[src/rtl/aes_bus_pkg.sv]
// Shared constants for the pin-limited AES wrapper bus and its host driver:
// address codes, register bit indices, phase word counts and state codes.
package aes_bus_pkg;

    localparam logic [3:0] A_IDLE   = 4'h0;
    localparam logic [3:0] A_CONFIG = 4'h1;
    localparam logic [3:0] A_KEY    = 4'h2;
    localparam logic [3:0] A_BLOCK  = 4'h3;
    localparam logic [3:0] A_STATUS = 4'h4;
    localparam logic [3:0] A_RESULT = 4'h5;
    localparam logic [3:0] A_START  = 4'hF;

    localparam int CFG_ENCDEC_BIT = 0;
    localparam int CFG_KEYLEN_BIT = 1;
    localparam int START_INIT_BIT = 0;
    localparam int START_NEXT_BIT = 1;
    localparam int STAT_READY_BIT = 0;
    localparam int STAT_VALID_BIT = 1;

    localparam int KEY128_WORDS = 8;
    localparam int KEY256_WORDS = 16;
    localparam int BLOCK_WORDS  = 8;
    localparam int RESULT_BYTES = 16;

    localparam logic [3:0] S_IDLE     = 4'd0;
    localparam logic [3:0] S_CFG      = 4'd1;
    localparam logic [3:0] S_KEY      = 4'd2;
    localparam logic [3:0] S_BLK      = 4'd3;
    localparam logic [3:0] S_INIT     = 4'd4;
    localparam logic [3:0] S_POLL_RDY = 4'd5;
    localparam logic [3:0] S_NEXT     = 4'd6;
    localparam logic [3:0] S_POLL_VLD = 4'd7;
    localparam logic [3:0] S_READ     = 4'd8;
    localparam logic [3:0] S_RESP     = 4'd9;
    localparam logic [3:0] S_GAP      = 4'd10;

endpackage

[src/rtl/aes_host_driver_rd_sampler.sv]
// Delays the read strobe and byte index by RD_LAT cycles so the driver
// knows when aes_rdata holds the answer to an earlier STATUS/RESULT address.
module aes_rd_sampler #(
    parameter int RD_LAT = 1
) (
    input  logic       clk,
    input  logic       rst_n,
    input  logic       clr,
    input  logic       strobe,
    input  logic [3:0] idx,
    output logic       s_en,
    output logic [3:0] s_idx
);

    generate
        if (RD_LAT == 0) begin : g_comb
            assign s_en  = strobe;
            assign s_idx = idx;
        end else begin : g_pipe
            logic [RD_LAT-1:0] en_q;
            logic [3:0]        idx_q [RD_LAT];

            // Shift strobe/index; cleared on phase entry to drop stale reads.
            always_ff @(posedge clk) begin
                if (!rst_n || clr) begin
                    en_q <= '0;
                    for (int i = 0; i < RD_LAT; i++) idx_q[i] <= '0;
                end else begin
                    en_q[0]  <= strobe;
                    idx_q[0] <= idx;
                    for (int i = 1; i < RD_LAT; i++) begin
                        en_q[i]  <= en_q[i-1];
                        idx_q[i] <= idx_q[i-1];
                    end
                end
            end

            assign s_en  = en_q[RD_LAT-1];
            assign s_idx = idx_q[RD_LAT-1];
        end
    endgenerate

endmodule

[src/rtl/aes_host_driver.sv]
// Host-side job sequencer for the pin-limited AES wrapper bus.
// Optional poll timeout: define AES_DRV_TIMEOUT_EN.
module aes_host_driver
    import aes_bus_pkg::*;
#(
    parameter int RD_LAT   = 1,
    parameter int POLL_MAX = 1024
) (
    input  logic         clk,
    input  logic         rst_n,
    input  logic         cmd_valid,
    output logic         cmd_ready,
    input  logic         cmd_encdec,
    input  logic         cmd_keylen,
    input  logic         cmd_reuse_key,
    input  logic [255:0] cmd_key,
    input  logic [127:0] cmd_block,
    output logic         rsp_valid,
    input  logic         rsp_ready,
    output logic [127:0] rsp_result,
    output logic         rsp_error,
    output logic [3:0]   aes_addr,
    output logic [15:0]  aes_wdata,
    input  logic [7:0]   aes_rdata,
    output logic         busy
);

    localparam int CW = $clog2(POLL_MAX + RD_LAT + 32);
    localparam logic [CW-1:0] READ_LAST = CW'(RESULT_BYTES + RD_LAT - 1);
    localparam logic [CW-1:0] RD_BYTES  = CW'(RESULT_BYTES);
    localparam logic [CW-1:0] BLK_LAST  = CW'(BLOCK_WORDS - 1);
    localparam logic [CW-1:0] K128_LAST = CW'(KEY128_WORDS - 1);
    localparam logic [CW-1:0] K256_LAST = CW'(KEY256_WORDS - 1);
`ifdef AES_DRV_TIMEOUT_EN
    localparam logic [CW-1:0] POLL_LAST = CW'(POLL_MAX - 1);
    logic timeout;
`endif

    logic [3:0]    state, state_n, ret, ret_n;
    logic [CW-1:0] cnt, cnt_n, key_last;
    logic          r_encdec, r_keylen, r_reuse;
    logic [255:0]  r_key;
    logic [127:0]  r_block;
    logic          key_loaded, last_enc;
    logic          accept, full, poll_bit, poll_hit, strobe;
    logic          j_encdec, j_keylen;
    logic [255:0]  j_key;
    logic [127:0]  j_block;
    logic          s_en;
    logic [3:0]    s_idx;
    logic [3:0]    addr_n;
    logic [15:0]   wdata_n;

    assign cmd_ready = (state == S_IDLE);
    assign full      = !(cmd_reuse_key && key_loaded);
    assign key_last  = r_keylen ? K256_LAST : K128_LAST;

    // Job fields come straight from the command port on the accept edge.
    assign j_encdec = cmd_ready ? cmd_encdec : r_encdec;
    assign j_keylen = cmd_ready ? cmd_keylen : r_keylen;
    assign j_key    = cmd_ready ? cmd_key    : r_key;
    assign j_block  = cmd_ready ? cmd_block  : r_block;

    assign poll_bit = (state == S_POLL_RDY) ? aes_rdata[STAT_READY_BIT]
                                            : aes_rdata[STAT_VALID_BIT];
    assign poll_hit = s_en && poll_bit;

    assign strobe = (state == S_POLL_RDY) || (state == S_POLL_VLD) ||
                    ((state == S_READ) && (cnt < RD_BYTES));

    aes_rd_sampler #(
        .RD_LAT(RD_LAT)
    ) u_sampler (
        .clk   (clk),
        .rst_n (rst_n),
        .clr   (state_n != state),
        .strobe(strobe),
        .idx   (cnt[3:0]),
        .s_en  (s_en),
        .s_idx (s_idx)
    );

    // Phase sequencing; every phase hands off through one GAP cycle.
    always_comb begin
        state_n = state;
        ret_n   = ret;
        cnt_n   = cnt;
        accept  = 1'b0;
`ifdef AES_DRV_TIMEOUT_EN
        timeout = 1'b0;
`endif
        case (state)
            S_IDLE: begin
                if (cmd_valid) begin
                    accept = 1'b1;
                    cnt_n  = '0;
                    if (full || (cmd_encdec != last_enc)) state_n = S_CFG;
                    else state_n = S_BLK;
                end
            end
            S_CFG: begin
                state_n = S_GAP;
                ret_n   = r_reuse ? S_BLK : S_KEY;
            end
            S_KEY: begin
                if (cnt == key_last) begin
                    state_n = S_GAP;
                    ret_n   = S_BLK;
                    cnt_n   = '0;
                end else begin
                    cnt_n = cnt + 1'b1;
                end
            end
            S_BLK: begin
                if (cnt == BLK_LAST) begin
                    state_n = S_GAP;
                    ret_n   = r_reuse ? S_NEXT : S_INIT;
                    cnt_n   = '0;
                end else begin
                    cnt_n = cnt + 1'b1;
                end
            end
            S_INIT: begin
                state_n = S_GAP;
                ret_n   = S_POLL_RDY;
            end
            S_NEXT: begin
                state_n = S_GAP;
                ret_n   = S_POLL_VLD;
            end
            S_POLL_RDY, S_POLL_VLD: begin
                if (poll_hit) begin
                    state_n = S_GAP;
                    ret_n   = (state == S_POLL_RDY) ? S_NEXT : S_READ;
                    cnt_n   = '0;
                end else begin
                    cnt_n = cnt + 1'b1;
`ifdef AES_DRV_TIMEOUT_EN
                    if (cnt == POLL_LAST) begin
                        timeout = 1'b1;
                        state_n = S_GAP;
                        ret_n   = S_RESP;
                        cnt_n   = '0;
                    end
`endif
                end
            end
            S_READ: begin
                if (cnt == READ_LAST) begin
                    state_n = S_GAP;
                    ret_n   = S_RESP;
                    cnt_n   = '0;
                end else begin
                    cnt_n = cnt + 1'b1;
                end
            end
            S_RESP: begin
                if (rsp_ready) state_n = S_IDLE;
            end
            S_GAP: begin
                state_n = ret;
                cnt_n   = '0;
            end
            default: begin
                state_n = S_IDLE;
                cnt_n   = '0;
            end
        endcase
    end

    // Bus value for the upcoming cycle, registered below.
    always_comb begin
        addr_n  = A_IDLE;
        wdata_n = '0;
        case (state_n)
            S_CFG: begin
                addr_n = A_CONFIG;
                wdata_n[CFG_ENCDEC_BIT] = j_encdec;
                wdata_n[CFG_KEYLEN_BIT] = j_keylen;
            end
            S_KEY: begin
                addr_n  = A_KEY;
                wdata_n = j_key[{~cnt_n[3:0], 4'b0000} +: 16];
            end
            S_BLK: begin
                addr_n  = A_BLOCK;
                wdata_n = j_block[{~cnt_n[2:0], 4'b0000} +: 16];
            end
            S_INIT: begin
                addr_n = A_START;
                wdata_n[START_INIT_BIT] = 1'b1;
            end
            S_NEXT: begin
                addr_n = A_START;
                wdata_n[START_NEXT_BIT] = 1'b1;
            end
            S_POLL_RDY, S_POLL_VLD: addr_n = A_STATUS;
            S_READ: begin
                if (cnt_n < RD_BYTES) addr_n = A_RESULT;
            end
            default: addr_n = A_IDLE;
        endcase
    end

    // State, registered bus outputs, job latch and result capture.
    always_ff @(posedge clk) begin
        if (!rst_n) begin
            state      <= S_IDLE;
            ret        <= S_IDLE;
            cnt        <= '0;
            aes_addr   <= A_IDLE;
            aes_wdata  <= '0;
            busy       <= 1'b0;
            rsp_valid  <= 1'b0;
            rsp_result <= '0;
            key_loaded <= 1'b0;
            last_enc   <= 1'b0;
            r_encdec   <= 1'b0;
            r_keylen   <= 1'b0;
            r_reuse    <= 1'b0;
            r_key      <= '0;
            r_block    <= '0;
`ifdef AES_DRV_TIMEOUT_EN
            rsp_error  <= 1'b0;
`endif
        end else begin
            state     <= state_n;
            ret       <= ret_n;
            cnt       <= cnt_n;
            aes_addr  <= addr_n;
            aes_wdata <= wdata_n;
            busy      <= (state_n != S_IDLE);
            rsp_valid <= (state_n == S_RESP);
            if (accept) begin
                r_encdec <= cmd_encdec;
                r_keylen <= cmd_keylen;
                r_key    <= cmd_key;
                r_block  <= cmd_block;
                r_reuse  <= !full;
                if (full) key_loaded <= 1'b0;
`ifdef AES_DRV_TIMEOUT_EN
                rsp_error <= 1'b0;
`endif
            end
            if (state == S_CFG) last_enc <= r_encdec;
            if ((state == S_POLL_RDY) && poll_hit) key_loaded <= 1'b1;
            if ((state == S_READ) && s_en)
                rsp_result[{~s_idx, 3'b000} +: 8] <= aes_rdata;
`ifdef AES_DRV_TIMEOUT_EN
            if (timeout) begin
                rsp_result <= '0;
                rsp_error  <= 1'b1;
                key_loaded <= 1'b0;
            end
`endif
        end
    end

`ifndef AES_DRV_TIMEOUT_EN
    assign rsp_error = 1'b0;
`endif

endmodule

[config.mk]
export PLATFORM = sky130hd
export DESIGN_NAME = aes_host_driver
export DESIGN_NICKNAME = d
export VERILOG_FILES = /design/src/rtl/aes_bus_pkg.sv /design/src/rtl/aes_host_driver_rd_sampler.sv /design/src/rtl/aes_host_driver.sv
export SDC_FILE = /design/constraint.sdc
export NUM_CORES = 2
export LEC_CHECK = 0
export BUFFER_PORTS_ARGS = -buffer_cell sky130_fd_sc_hd__buf_2
export CAP_MARGIN = 20
export CORE_ASPECT_RATIO = 0.8
export CORE_MARGIN = 8
export CORE_UTILIZATION = 60
export CTS_CLUSTER_DIAMETER = 150
export DETAILED_ROUTE_END_ITERATION = 8
export HOLD_SLACK_MARGIN = 0.1
export PLACE_DENSITY = 0.86
export SYNTH_ARGS = -nofsm -noshare
export SYNTH_HDL_FRONTEND = slang
export SYNTH_SLANG_ARGS = --single-unit
export TNS_END_PERCENT = 50
[constraint.sdc]
create_clock -name clk -period 8.9 [get_ports clk]
set_input_delay 0.89 -clock clk [delete_from_list [all_inputs] [get_ports clk]]
set_output_delay 0.89 -clock clk [all_outputs]
set_load 0.005 [all_outputs]
==> out/metrics.yaml <==
die:
  row_count: 69
  core_region_area_um2: 44100
  initial_core_util: 0.605
  top_level_ports: 551
  die_height_um: 205
  die_w_um: 252
  die-area_um2: 51500
critical_path:
  critPathLaunchType: "flop"
  cp-end-kind: "flop"
  cp_data_required_time_ns: 9.44
  arrival_ns: 5.61
  critPathMaxFanout: 111
  crit_type: "flop to flop"
sta:
  setup_violations: 0
  slew_headroom: 0.0521
  hold_viol: 0
  period_share: 0.569
  grt_setup_unrepaired: "no"
  whs_ns: 0.452
  min_period_ns: 5.07
  fmax_mhz: 197
  clock_skew_ns: 0.0203
  timing.setup.tns_ns: 0
  worst_slew_pin_slew_ns: 1.42
  slew_violations: 0
clock_network:
  clk_pin_slew_ns: 0.06
  cts_root_buf: "clkbuf_16"
  numCtsBuffers: 55
  postCtsSetupBuffers: 0
  cts_resized: 0
  cts_tree: "done"
  cts_max_level: 2
  clk_latency_ns: 0.61
  hold_buffers: 0
  cts_num_sinks: 563
  clockBufferDepth: 3
power:
  power_mw: 7.21
  powerDensity_nw_per_um2: 232
  combPwrFrac: 0.285
  p_seq_frac: 0.390
  p_sw_mw: 2.42
  switching_share: 0.336
  p_leak_nw: 13.4
  ir_drop_uv: 239
  p_int_mw: 4.79
  power.share.clock: 0.325
drt:
  wire_per_inst_um: 21.9
  drtIter0Drc: 3841
  drt_wl_total_um: 95200
  drc: 2
  ant_nets: 0
  via_per_inst: 6.04
  vias: 26213
  drt_pre_antenna_iters: 9
cells_and_area:
  layout_common_cells: "1109 x nand2_1, 563 x dfxtp_1, 549 x buf_2"
  final_common_cell: "nand2_1"
  area_growth_pct: 16.6
  stdcell_count: 4340
  drive_gt1_frac: 0.220
  final_nets: 4061
logic_synthesis:
  syn_nets: 3714
  yosysSeqAreaShare: 0.423
  syn_avg_cell_area_um2: 8.06
  synth-main-ff-cell: "dfxtp_1"
  ys_warn_count: 0
  ys_types: 70
  synth_area_um2: 26700
  ys_ff_latch: 563
  synth_cells: 3310
  synth_edf_count: 0
  async_flop_share: 0
grt:
  grt_overflow_total: 0
  grt_pass1_wl_um: 141000
  grt_usage: 0.347
  grt_pass1_vias: 23770
  grt_max_degree: 208
  antenna_found_initial: 49
hold_path:
  hold_class: "flop to flop"
placed_design:
  dp_hpwl_um: 66800
  gp_congestion: 0.934
  io_buffers: 549
  numPlacedInstances: 4203
outcome:
  violations: "DRC"
  status: "complete, but fails checks"
run:
  drv_cap: 0
[cell families (layout without fill, tap and decap cells)]
| family | count (synthesis) | after routing | synth area share |
|---|---|---|---|
| other | 1 | 41 | 0.000141 |
| multiplexers | 263 | 263 | 0.152 |
| AO/OA/AOI/OAI | 590 | 590 | 0.126 |
| flip-flops | 563 | 563 | 0.423 |
| AND/OR/NAND/NOR | 1588 | 1588 | 0.247 |
| XOR/XNOR | 9 | 9 | 0.00296 |
| adder cells (fa/ha/maj) | 5 | 5 | 0.00235 |
| buffers and inverters | 291 | 678 | 0.0469 |
[critical path: stages (launching register included)]
cell     delay (ns)
dfxtp_1        0.78
nor2_1         0.23
nand2_4        0.16
inv_8          0.15
nand2_4        0.21
buf_4          0.79
nand3_1        0.36
nor3_2         0.75
nand3_2        0.45
a21oi_1        0.67
or4_1          0.20
[power by group through the flow]
stage / clock network, mW / logic (mW) / registers (mW)
CTS: 2.35 / 2.01 / 2.81
detailed placement: 0 / 2.00 / 2.86
finish: 2.34 / 2.06 / 2.81
global route: 2.46 / 2.19 / 2.83
global placement: 0 / 1.99 / 2.85
floorplan: 0 / 1.44 / 2.83
[stage by stage]
step | util | setup slack [ns] | area [µm²]
after global placement | 0.662 | 4.29 | 29200
final | 0.705 | 3.83 | 31100
after global routing | 0.705 | 3.63 | 31100
after CTS | 0.703 | 4.17 | 31000
after detailed placement | 0.662 | 4.24 | 29200
after floorplan | - | 5.68 | 26700
[flip-flops by register name, summed over array words and instances, names as in the netlist]
signal                  flops
cnt                        11
r_reuse                     1
ret                         4
last_enc                    1
r_key                     256
busy                        1
r_encdec                    1
state                       4
u_sampler.s_en              1
aes_addr                    4
r_block                   128
key_loaded                  1
rsp_valid                   1
aes_wdata                  16
rsp_result                128
r_keylen                    1
u_sampler.g_pipe.idx_q      4
[final timing paths]
kind | start | to | slack (ns) | cells after the start
max | state[0]$_SDFF_PN0_ | aes_wdata[6]$_SDFF_PN0_ | 3.83 | 10
max reg2reg | state[0]$_SDFF_PN0_ | aes_wdata[6]$_SDFF_PN0_ | 3.83 | 10
min | r_key[128]$_SDFFE_PN0P_ | r_key[128]$_SDFFE_PN0P_ | 0.45 | 2
min reg2reg | r_key[128]$_SDFFE_PN0P_ | r_key[128]$_SDFFE_PN0P_ | 0.45 | 2
[layer usage]
metal | global-route usage | wire length, µm | up-vias
met5 | 0 | 135 | -
met4 | 0.161 | 4330 | 24
met3 | 0.0931 | 10600 | 284
met2 | 0.526 | 43200 | 1533
met1 | 0.461 | 36900 | 12369
li1 | - | - | 12003
[synth_stat cells, types with 3 or more instances]
cell | count | area, µm²
and2_1 | 27 | 169
or4_1 | 16 | 120
nand3b_1 | 3 | 22.5
o21ai_0 | 27 | 135
and3_1 | 14 | 87.6
mux2i_1 | 148 | 1480
a211oi_1 | 3 | 22.5
inv_1 | 12 | 45.0
nor2b_1 | 7 | 43.8
nand2b_1 | 3 | 18.8
nand4_1 | 9 | 56.3
mux4_2 | 114 | 2570
a22oi_1 | 42 | 315
xnor2_1 | 8 | 70.1
a31oi_1 | 6 | 37.5
a22o_1 | 3 | 26.3
a22oi_2 | 17 | 213
dfxtp_1 | 563 | 11300
buf_2 | 63 | 315
buf_6 | 9 | 101
o22ai_1 | 3 | 18.8
nor2_1 | 159 | 597
a21oi_1 | 452 | 2260
buf_4 | 3 | 22.5
nand3_1 | 206 | 1030
nand2_1 | 1111 | 4170
a21o_1 | 5 | 37.5
nor3_1 | 7 | 35.0
nor3b_1 | 4 | 30.0
o21a_1 | 6 | 45.0
ha_1 | 5 | 62.6
clkbuf_1 | 184 | 691
and4_1 | 5 | 43.8
nor4_1 | 3 | 18.8
buf_1 | 19 | 71.3
[layout make-up]
type / count / area (µm²)
clock inverter: 15 / 115
antenna: 40 / 100
fill: 3522 / 13000
clock buffer: 82 / 1680
multi-input combinational: 2456 / 14200
timing repair buffer: 568 / 2930
inverter: 13 / 63.8
tap: 603 / 754
sequential: 563 / 11300
Power figures use the tool's default switching activity.
